**src/rtl/pipeline_ctrl_if.sv**
```systemverilog
// ---------------------------------------------------------------------------
// pipeline_ctrl_if
//
// Purpose: groups the signals exchanged between the five-stage datapath and
// the pipeline hazard controller. The datapath (master) reports fetch/data
// completion and the hazard-relevant fields of the ID/EX/MEM stages. The
// controller (slave) returns the PC enable, latch enables/flushes, the halt
// flag and the stall counter.
//
// Signal summary
//   datapath -> controller
//     ihit            instruction fetch for current PC completes this cycle
//     dhit            MEM-stage data access completes this cycle
//     mem_dREN        MEM-stage load pending
//     mem_dWEN        MEM-stage store pending
//     mem_redirect    branch taken / jump resolved in MEM
//     mem_hlt         halt instruction in MEM
//     ex_dREN         EX-stage instruction is a load
//     ex_regen        EX-stage register write enable
//     ex_wsel[4:0]    EX-stage destination register
//     id_rsel1[4:0]   ID-stage source register 1
//     id_rsel2[4:0]   ID-stage source register 2
//   controller -> datapath
//     pc_en                                   PC update enable
//     ifid_en, idex_en, exmem_en, memwb_en    pipeline latch enables
//     ifid_flush .. memwb_flush               latch clears (override enable)
//     halt                                    processor halted (registered)
//     stall_cnt[31:0]                         saturating stall-cycle count
// ---------------------------------------------------------------------------
interface pipeline_ctrl_if;
  logic        ihit;
  logic        dhit;
  logic        mem_dREN;
  logic        mem_dWEN;
  logic        mem_redirect;
  logic        mem_hlt;
  logic        ex_dREN;
  logic        ex_regen;
  logic [4:0]  ex_wsel;
  logic [4:0]  id_rsel1;
  logic [4:0]  id_rsel2;

  logic        pc_en;
  logic        ifid_en;
  logic        idex_en;
  logic        exmem_en;
  logic        memwb_en;
  logic        ifid_flush;
  logic        idex_flush;
  logic        exmem_flush;
  logic        memwb_flush;
  logic        halt;
  logic [31:0] stall_cnt;

  // Datapath side
  modport master (
    output ihit, dhit, mem_dREN, mem_dWEN, mem_redirect, mem_hlt,
           ex_dREN, ex_regen, ex_wsel, id_rsel1, id_rsel2,
    input  pc_en, ifid_en, idex_en, exmem_en, memwb_en,
           ifid_flush, idex_flush, exmem_flush, memwb_flush,
           halt, stall_cnt
  );

  // Controller side
  modport slave (
    input  ihit, dhit, mem_dREN, mem_dWEN, mem_redirect, mem_hlt,
           ex_dREN, ex_regen, ex_wsel, id_rsel1, id_rsel2,
    output pc_en, ifid_en, idex_en, exmem_en, memwb_en,
           ifid_flush, idex_flush, exmem_flush, memwb_flush,
           halt, stall_cnt
  );
endinterface

```
**src/rtl/pipeline_ctrl.sv**
```systemverilog
// ---------------------------------------------------------------------------
// pipeline_ctrl
//
// Purpose: hazard / stall controller for a five-stage pipeline. Decides each
// cycle whether the PC advances, which pipeline latches capture and which
// are cleared to insert bubbles, tracks a data-miss wait and a terminal
// halted state, and counts stall cycles.
//
// Ports
//   CLK   in   system clock (rising edge)
//   nRST  in   synchronous active-low reset
//   pif   slave modport of pipeline_ctrl_if (see interface header)
//
// Decision priority while running (first match wins, anything not named
// is enabled and not flushed):
//   1. halt in MEM      freeze PC..EX/MEM, let MEM/WB retire, go HALTED
//   2. data miss        freeze PC..EX/MEM, bubble into MEM/WB, go DWAIT
//   3. redirect         load new PC, squash IF/ID, ID/EX, EX/MEM
//   4. load-use         hold PC and IF/ID, bubble into ID/EX
//   5. fetch miss       hold PC, bubble into IF/ID
//   6. otherwise        everything advances
// ---------------------------------------------------------------------------
module pipeline_ctrl (
  input  logic           CLK,
  input  logic           nRST,
  pipeline_ctrl_if.slave pif
);

  typedef enum logic [1:0] {
    RUN    = 2'd0,
    DWAIT  = 2'd1,
    HALTED = 2'd2
  } state_t;

  state_t      state_reg;
  state_t      state_next;
  logic [31:0] stall_cnt_reg;

  logic        dmiss;
  logic        lduse;

  logic        pc_en_c;
  logic        ifid_en_c;
  logic        idex_en_c;
  logic        exmem_en_c;
  logic        memwb_en_c;
  logic        ifid_flush_c;
  logic        idex_flush_c;
  logic        exmem_flush_c;
  logic        memwb_flush_c;

  // Hazard detection. r0 is hardwired to zero, so a load targeting it can
  // never feed a dependent instruction.
  assign dmiss = (pif.mem_dREN | pif.mem_dWEN) & ~pif.dhit;
  assign lduse = pif.ex_dREN & pif.ex_regen & (pif.ex_wsel != 5'd0) &
                 ((pif.ex_wsel == pif.id_rsel1) | (pif.ex_wsel == pif.id_rsel2));

  // -------------------------------------------------------------------------
  // State register
  // -------------------------------------------------------------------------
  always_ff @(posedge CLK) begin
    if (!nRST) begin
      state_reg <= RUN;
    end else begin
      state_reg <= state_next;
    end
  end

  // -------------------------------------------------------------------------
  // Next-state logic. DWAIT decodes exactly like RUN: while the miss is
  // still outstanding it stays, and the dhit cycle falls through to RUN.
  // -------------------------------------------------------------------------
  always_comb begin
    state_next = state_reg;
    case (state_reg)
      RUN, DWAIT: begin
        if (pif.mem_hlt) begin
          state_next = HALTED;
        end else if (dmiss) begin
          state_next = DWAIT;
        end else begin
          state_next = RUN;
        end
      end
      HALTED:  state_next = HALTED;
      default: state_next = RUN;
    endcase
  end

  // -------------------------------------------------------------------------
  // Output logic. Reset overrides state so the datapath sees bubbles in
  // every latch even before the state register has been initialised.
  // -------------------------------------------------------------------------
  always_comb begin
    pc_en_c       = 1'b1;
    ifid_en_c     = 1'b1;
    idex_en_c     = 1'b1;
    exmem_en_c    = 1'b1;
    memwb_en_c    = 1'b1;
    ifid_flush_c  = 1'b0;
    idex_flush_c  = 1'b0;
    exmem_flush_c = 1'b0;
    memwb_flush_c = 1'b0;

    if (!nRST) begin
      pc_en_c       = 1'b0;
      ifid_en_c     = 1'b0;
      idex_en_c     = 1'b0;
      exmem_en_c    = 1'b0;
      memwb_en_c    = 1'b0;
      ifid_flush_c  = 1'b1;
      idex_flush_c  = 1'b1;
      exmem_flush_c = 1'b1;
      memwb_flush_c = 1'b1;
    end else begin
      case (state_reg)
        RUN, DWAIT: begin
          if (pif.mem_hlt) begin
            // Let the halt instruction's predecessor in MEM/WB retire.
            pc_en_c    = 1'b0;
            ifid_en_c  = 1'b0;
            idex_en_c  = 1'b0;
            exmem_en_c = 1'b0;
          end else if (dmiss) begin
            // Front of the pipe frozen; WB must not repeat the old result.
            pc_en_c       = 1'b0;
            ifid_en_c     = 1'b0;
            idex_en_c     = 1'b0;
            exmem_en_c    = 1'b0;
            memwb_flush_c = 1'b1;
          end else if (pif.mem_redirect) begin
            // PC mux already points at the target; squash wrong-path work.
            ifid_flush_c  = 1'b1;
            idex_flush_c  = 1'b1;
            exmem_flush_c = 1'b1;
          end else if (lduse) begin
            pc_en_c      = 1'b0;
            ifid_en_c    = 1'b0;
            idex_flush_c = 1'b1;
          end else if (!pif.ihit) begin
            pc_en_c      = 1'b0;
            ifid_flush_c = 1'b1;
          end
        end
        HALTED: begin
          pc_en_c    = 1'b0;
          ifid_en_c  = 1'b0;
          idex_en_c  = 1'b0;
          exmem_en_c = 1'b0;
          memwb_en_c = 1'b0;
        end
        default: begin
          // Unreachable encoding: hold everything and insert bubbles.
          pc_en_c       = 1'b0;
          ifid_en_c     = 1'b0;
          idex_en_c     = 1'b0;
          exmem_en_c    = 1'b0;
          memwb_en_c    = 1'b0;
          ifid_flush_c  = 1'b1;
          idex_flush_c  = 1'b1;
          exmem_flush_c = 1'b1;
          memwb_flush_c = 1'b1;
        end
      endcase
    end
  end

  // -------------------------------------------------------------------------
  // Stall counter: cycles where the PC did not advance while the machine was
  // still live. Holds at all-ones rather than wrapping.
  // -------------------------------------------------------------------------
  always_ff @(posedge CLK) begin
    if (!nRST) begin
      stall_cnt_reg <= 32'd0;
    end else if ((state_reg != HALTED) && !pc_en_c && (stall_cnt_reg != 32'hFFFF_FFFF)) begin
      stall_cnt_reg <= stall_cnt_reg + 32'd1;
    end
  end

  assign pif.pc_en       = pc_en_c;
  assign pif.ifid_en     = ifid_en_c;
  assign pif.idex_en     = idex_en_c;
  assign pif.exmem_en    = exmem_en_c;
  assign pif.memwb_en    = memwb_en_c;
  assign pif.ifid_flush  = ifid_flush_c;
  assign pif.idex_flush  = idex_flush_c;
  assign pif.exmem_flush = exmem_flush_c;
  assign pif.memwb_flush = memwb_flush_c;
  // Derived from the state register, so it is registered by construction.
  assign pif.halt        = (state_reg == HALTED);
  assign pif.stall_cnt   = stall_cnt_reg;

endmodule
```
**src/flat_wrapper.sv**
```systemverilog
// flat-port wrapper written by rule: the top's interface ports become plain ports
module pipeline_ctrl_flat 
  (CLK, nRST, pif_ihit, pif_dhit, pif_mem_dREN, pif_mem_dWEN, pif_mem_redirect, pif_mem_hlt, pif_ex_dREN, pif_ex_regen, pif_ex_wsel, pif_id_rsel1, pif_id_rsel2, pif_pc_en, pif_ifid_en, pif_idex_en, pif_exmem_en, pif_memwb_en, pif_ifid_flush, pif_idex_flush, pif_exmem_flush, pif_memwb_flush, pif_halt, pif_stall_cnt);
  pipeline_ctrl_if pif_i ();
  input  logic CLK;
  input  logic nRST;
  input wire logic [$bits(pif_i.ihit)-1:0] pif_ihit;
  input wire logic [$bits(pif_i.dhit)-1:0] pif_dhit;
  input wire logic [$bits(pif_i.mem_dREN)-1:0] pif_mem_dREN;
  input wire logic [$bits(pif_i.mem_dWEN)-1:0] pif_mem_dWEN;
  input wire logic [$bits(pif_i.mem_redirect)-1:0] pif_mem_redirect;
  input wire logic [$bits(pif_i.mem_hlt)-1:0] pif_mem_hlt;
  input wire logic [$bits(pif_i.ex_dREN)-1:0] pif_ex_dREN;
  input wire logic [$bits(pif_i.ex_regen)-1:0] pif_ex_regen;
  input wire logic [$bits(pif_i.ex_wsel)-1:0] pif_ex_wsel;
  input wire logic [$bits(pif_i.id_rsel1)-1:0] pif_id_rsel1;
  input wire logic [$bits(pif_i.id_rsel2)-1:0] pif_id_rsel2;
  output wire logic [$bits(pif_i.pc_en)-1:0] pif_pc_en;
  output wire logic [$bits(pif_i.ifid_en)-1:0] pif_ifid_en;
  output wire logic [$bits(pif_i.idex_en)-1:0] pif_idex_en;
  output wire logic [$bits(pif_i.exmem_en)-1:0] pif_exmem_en;
  output wire logic [$bits(pif_i.memwb_en)-1:0] pif_memwb_en;
  output wire logic [$bits(pif_i.ifid_flush)-1:0] pif_ifid_flush;
  output wire logic [$bits(pif_i.idex_flush)-1:0] pif_idex_flush;
  output wire logic [$bits(pif_i.exmem_flush)-1:0] pif_exmem_flush;
  output wire logic [$bits(pif_i.memwb_flush)-1:0] pif_memwb_flush;
  output wire logic [$bits(pif_i.halt)-1:0] pif_halt;
  output wire logic [$bits(pif_i.stall_cnt)-1:0] pif_stall_cnt;
  assign pif_i.ihit = pif_ihit;
  assign pif_i.dhit = pif_dhit;
  assign pif_i.mem_dREN = pif_mem_dREN;
  assign pif_i.mem_dWEN = pif_mem_dWEN;
  assign pif_i.mem_redirect = pif_mem_redirect;
  assign pif_i.mem_hlt = pif_mem_hlt;
  assign pif_i.ex_dREN = pif_ex_dREN;
  assign pif_i.ex_regen = pif_ex_regen;
  assign pif_i.ex_wsel = pif_ex_wsel;
  assign pif_i.id_rsel1 = pif_id_rsel1;
  assign pif_i.id_rsel2 = pif_id_rsel2;
  assign pif_pc_en = pif_i.pc_en;
  assign pif_ifid_en = pif_i.ifid_en;
  assign pif_idex_en = pif_i.idex_en;
  assign pif_exmem_en = pif_i.exmem_en;
  assign pif_memwb_en = pif_i.memwb_en;
  assign pif_ifid_flush = pif_i.ifid_flush;
  assign pif_idex_flush = pif_i.idex_flush;
  assign pif_exmem_flush = pif_i.exmem_flush;
  assign pif_memwb_flush = pif_i.memwb_flush;
  assign pif_halt = pif_i.halt;
  assign pif_stall_cnt = pif_i.stall_cnt;
  pipeline_ctrl u_core (.CLK(CLK), .nRST(nRST), .pif(pif_i));
endmodule
```
**config.mk**
```make
export PLATFORM = sky130hd
export DESIGN_NAME = pipeline_ctrl_flat
export DESIGN_NICKNAME = d
export VERILOG_FILES = /design/src/rtl/pipeline_ctrl_if.sv /design/src/rtl/pipeline_ctrl.sv /design/src/flat_wrapper.sv
export SDC_FILE = /design/constraint.sdc
export NUM_CORES = 1
export LEC_CHECK = 0
export CAP_MARGIN = 5
export CELL_PAD_IN_SITES_DETAIL_PLACEMENT = 1
export CELL_PAD_IN_SITES_GLOBAL_PLACEMENT = 2
export CORE_ASPECT_RATIO = 0.6
export CORE_MARGIN = 3
export CORE_UTILIZATION = 25
export DETAILED_ROUTE_END_ITERATION = 7
export PLACE_DENSITY = 0.87
export SYNTH_ARGS = -nofsm -noshare
export SYNTH_HDL_FRONTEND = slang
export SYNTH_SLANG_ARGS = --single-unit
```
**constraint.sdc**
```tcl
create_clock -name CLK -period 2.4 [get_ports CLK]
set_input_delay 0.48 -clock CLK [delete_from_list [all_inputs] [get_ports CLK]]
set_output_delay 0.48 -clock CLK [all_outputs]
set_load 0.03 [all_outputs]
```
==> metrics.md <==
| Metric | Value |
|---|---|
| Largest register FFs | `32` |
| Initial DRC count | `73` |
| Slew Limit Fails | `0` |
| Global route overflow | `0` |
| TritonCTS Sinks | `34` |
| Slew @ Worst Pin | `0.3546 ns` |
| Vert. Die Dim | `75.19 µm` |
| Status | `completed` |
| Max Fclk | `432.2 MHz` |
| Mapped Cells | `249` |
| Detailed Place HPWL | `5294 µm` |
| P_int | `0.001166 W` |
| Clock-pin slew on the worst setup and hold paths | `0.05 ns` |
| CTS buffer count | `5` |
| Largest net degree at the start of global routing | `28` |
| Via density | `5.036` |
| Final Cycle Share | `96.41%` |
| H-tree levels | `2` |
| Worst Hold Class | `reg -> reg` |
| Final GP Congestion | `0.7898` |
| NetSw | `0.0003960 W` |
| Vias in the first global route | `2286` |
| Worst setup path end | `pif_ifid_en` |
| Crit path required time | `1.92 ns` |
| Fin Clk Skew | `0.004137 ns` |
| Clk network pwr share | `45.4%` |
| Routed WL | `6989 µm` |
| Critical Path Start Type | `input port` |
| Final setup fails | `0` |
| Final Util | `42.07%` |
| Max clock buf depth | `2` |
| Combinational share of power | `17.6%` |
| Mapped Avg Cell Area | `8.010 µm²` |
| Die X | `121.3 µm` |
| Max IR drop VDD | `0.2470 mV` |
| Worst hold slack | `0.4994 ns` |
| Hold_sp | `u_core.pif.stall_cnt[24]` |
| Ranking of synthesized cells by area | `dfxtp_1 (34%), a21oi_1 (6.0%), or4_1 (4.9%), xor2_1 (4.8%), o31ai_1 (4.5%)` |
| WS Path Type | `in -> out` |
| Clock Latency Late Sink | `0.28 ns` |
| RR Startpoint | `u_core.pif.stall_cnt[4]` |
| Relative slew slack | `76.29%` |
| Nets | `367` |
| WP data arrival | `1.83 ns` |
| Io pins | `67` |
| Seq/Total Area, Yosys | `34.13%` |
| # DRC | `0` |
| ANT nets after route | `0` |
| Post-synth cell types | `45` |
| Asr flop ratio synth | `0%` |
| Area of the multi-input gates | `1241 µm²` |
| Synth Register Bits | `34` |
| Largest area contributor in the synthesized netlist | `dfxtp_1` |
| Syn_nets | `275` |
| Vias | `2246` |
| Clock root cell | `clkbuf_16` |
| Layout area overhead | `58.34%` |
| Die Footprint | `9121 µm²` |
| Fin crit period | `2.314 ns` |
| Predominant post-synthesis flop cell | `dfxtp_1` |
| Max FO, Critical Path | `4` |
| Max-Cap Viols | `0` |
| Critical R2R Capture | `u_core.pif.stall_cnt[5]` |
| Final hold violations | `0` |
| Crit path capture type | `output port` |
| Switch share | `25.35%` |
| Area of the core | `7507 µm²` |
| CTS tree | `built` |
| Filler instances | `929` |
| Initial antenna violation count | `0` |
| RSZ-0062 raised after global routing | `yes` |
| Sequential power share | `37.0%` |
| Routed wire length per instance | `15.67 µm` |
| EDFF count, synth | `0` |
| # rows | `24` |
| Yosys warns | `0` |
| Initial Util | `26.57%` |
| Cell area power density | `494.7 nW/µm²` |
| Leak pwr | `1.142 nW` |
| CP startpoint | `pif_ex_wsel[4]` |
| R2R setup slack | `0.16 ns` |
| Post-Syn Area | `1994 µm²` |
| R2R depth | `9` |
| Port Buffers | `66` |
| Hold Buf Count CTS | `0` |
| Total Routing Usage GR | `15.69%` |
| Synth top area share | `34.13%` |
| DRT Pass-1 Iters | `4` |
| First-pass GRT wire length | `11430 µm` |
| Fraction of layout cells with a size suffix above 1 | `23.10%` |
| Ant diodes | `0` |
| Seq. cell area | `681.9 µm²` |
synthesized netlist by cell type, types with 2 or more instances:
master / count
clkbuf_1: 5
nand2b_1: 2
nand3_1: 13
nor2_1: 16
or4_1: 13
a21oi_1: 24
nand4_1: 8
and3_1: 8
mux2i_1: 3
o21ai_2: 3
buf_8: 2
o21ai_0: 3
or2_2: 2
a21oi_2: 4
buf_4: 2
nor4_1: 2
or3_1: 12
o21ai_1: 11
o31ai_1: 12
or4b_2: 3
xor2_1: 11
dfxtp_1: 34
nor3_1: 5
nand2_1: 23
inv_1: 8
power groups by stage:
stage | Clock (W) | Combinational [W] | Sequential, W
CTS | 0.000726 | 0.000269 | 0.000578
finish | 0.000709 | 0.000275 | 0.000578
global placement | 0 | 0.000266 | 0.000590
detailed placement | 0 | 0.000270 | 0.000590
floorplan | 0 | 0.000121 | 0.000609
global route | 0.000747 | 0.000298 | 0.000579
stage by stage:
stage | TNS, ns | worst slack, ns | power [W] | instances | area (µm²)
floorplan | 0 | 0.01012 | 0.0007297 | 249 | 1996
global placement | -12.41 | -0.4436 | 0.0008555 | 436 | 2928
detailed placement | -13.41 | -0.4864 | 0.0008596 | 436 | 2928
CTS | 0 | 0.003552 | 0.001573 | 445 | 3098
global route | -0.01134 | -0.01134 | 0.001624 | 446 | 3158
finish | 0 | 0.08624 | 0.001562 | 446 | 3158
per-layer routing:
layer,routed length [µm],track usage (%)
met4,36,3.602
met5,0,0
met2,3042,24.28
met1,3634,22.28
met3,276,3.754
critical path: stages:
cell and delay, ns:
buf_8 0.10, or4_4 0.51, o211ai_1 0.24, or2_4 0.19, nor2_1 0.05, nor2_1 0.10
buf_4 0.17
cells by family after synthesis:
| family | share of synthesized area, % |
|---|---|
| and+or+nand+nor | 32.43 |
| AOI/OAI and AO/OA | 19.83 |
| DFF | 34.13 |
| buffers and inverters | 6.650 |
| xor gates and xnor gates | 4.830 |
| muxes | 1.506 |
| adders and majority gates | 0.6273 |
worst min-delay path by stage:
stage,to,slack [ns],depth (start not counted)
final,u_core.pif.stall_cnt[24],0.50,2
after global routing,u_core.pif.stall_cnt[23],0.54,2
after CTS,u_core.pif.stall_cnt[23],0.50,2
after detailed placement,u_core.pif.stall_cnt[23],0.49,2
after global placement,u_core.pif.stall_cnt[24],0.48,2
after floorplan,u_core.state_reg[1],0.51,3
final cells by class:
| cell class | instances | area share [%] |
|---|---|---|
| multi-input cells | 194 | 39.30 |
| repair buffers | 97 | 28.65 |
| flip-flops and latches | 34 | 21.59 |
| clock buffers | 8 | 5.269 |
| well taps | 104 | 4.120 |
| inverters | 9 | 1.070 |
cells in the final DEF (no fill, tap or decap), types with 2 or more instances in the layout:
cell	Yosys	layout
a21oi_1	24	22
a21oi_2	4	6
and3_1	8	8
buf_12	1	3
buf_4	2	38
clkbuf_16	0	5
clkbuf_8	0	3
clkdlybuf4s50_1	0	42
dfxtp_1	34	33
dlygate4sd2_1	0	8
dlymetal6s2s_1	0	3
inv_1	8	8
mux2i_1	3	3
nand2_1	23	23
nand2b_1	2	2
nand3_1	13	13
nand4_1	8	8
nor2_1	16	14
nor2_2	1	2
nor3_1	5	2
nor3_2	0	3
nor4_1	2	2
o21ai_0	3	2
o21ai_1	11	12
o21ai_2	3	2
o31ai_1	12	12
or3_1	12	12
or4_1	13	12
or4_4	1	2
or4b_2	3	3
xor2_1	11	11
repair_timing:
item,4_1_cts,5_1_grt
endpoints found under the setup margin,32,27
gates resized for setup,27,18
pin swaps,13,12
setup buffers,1,1
No activity file was read; power rests on OpenSTA's default activity.
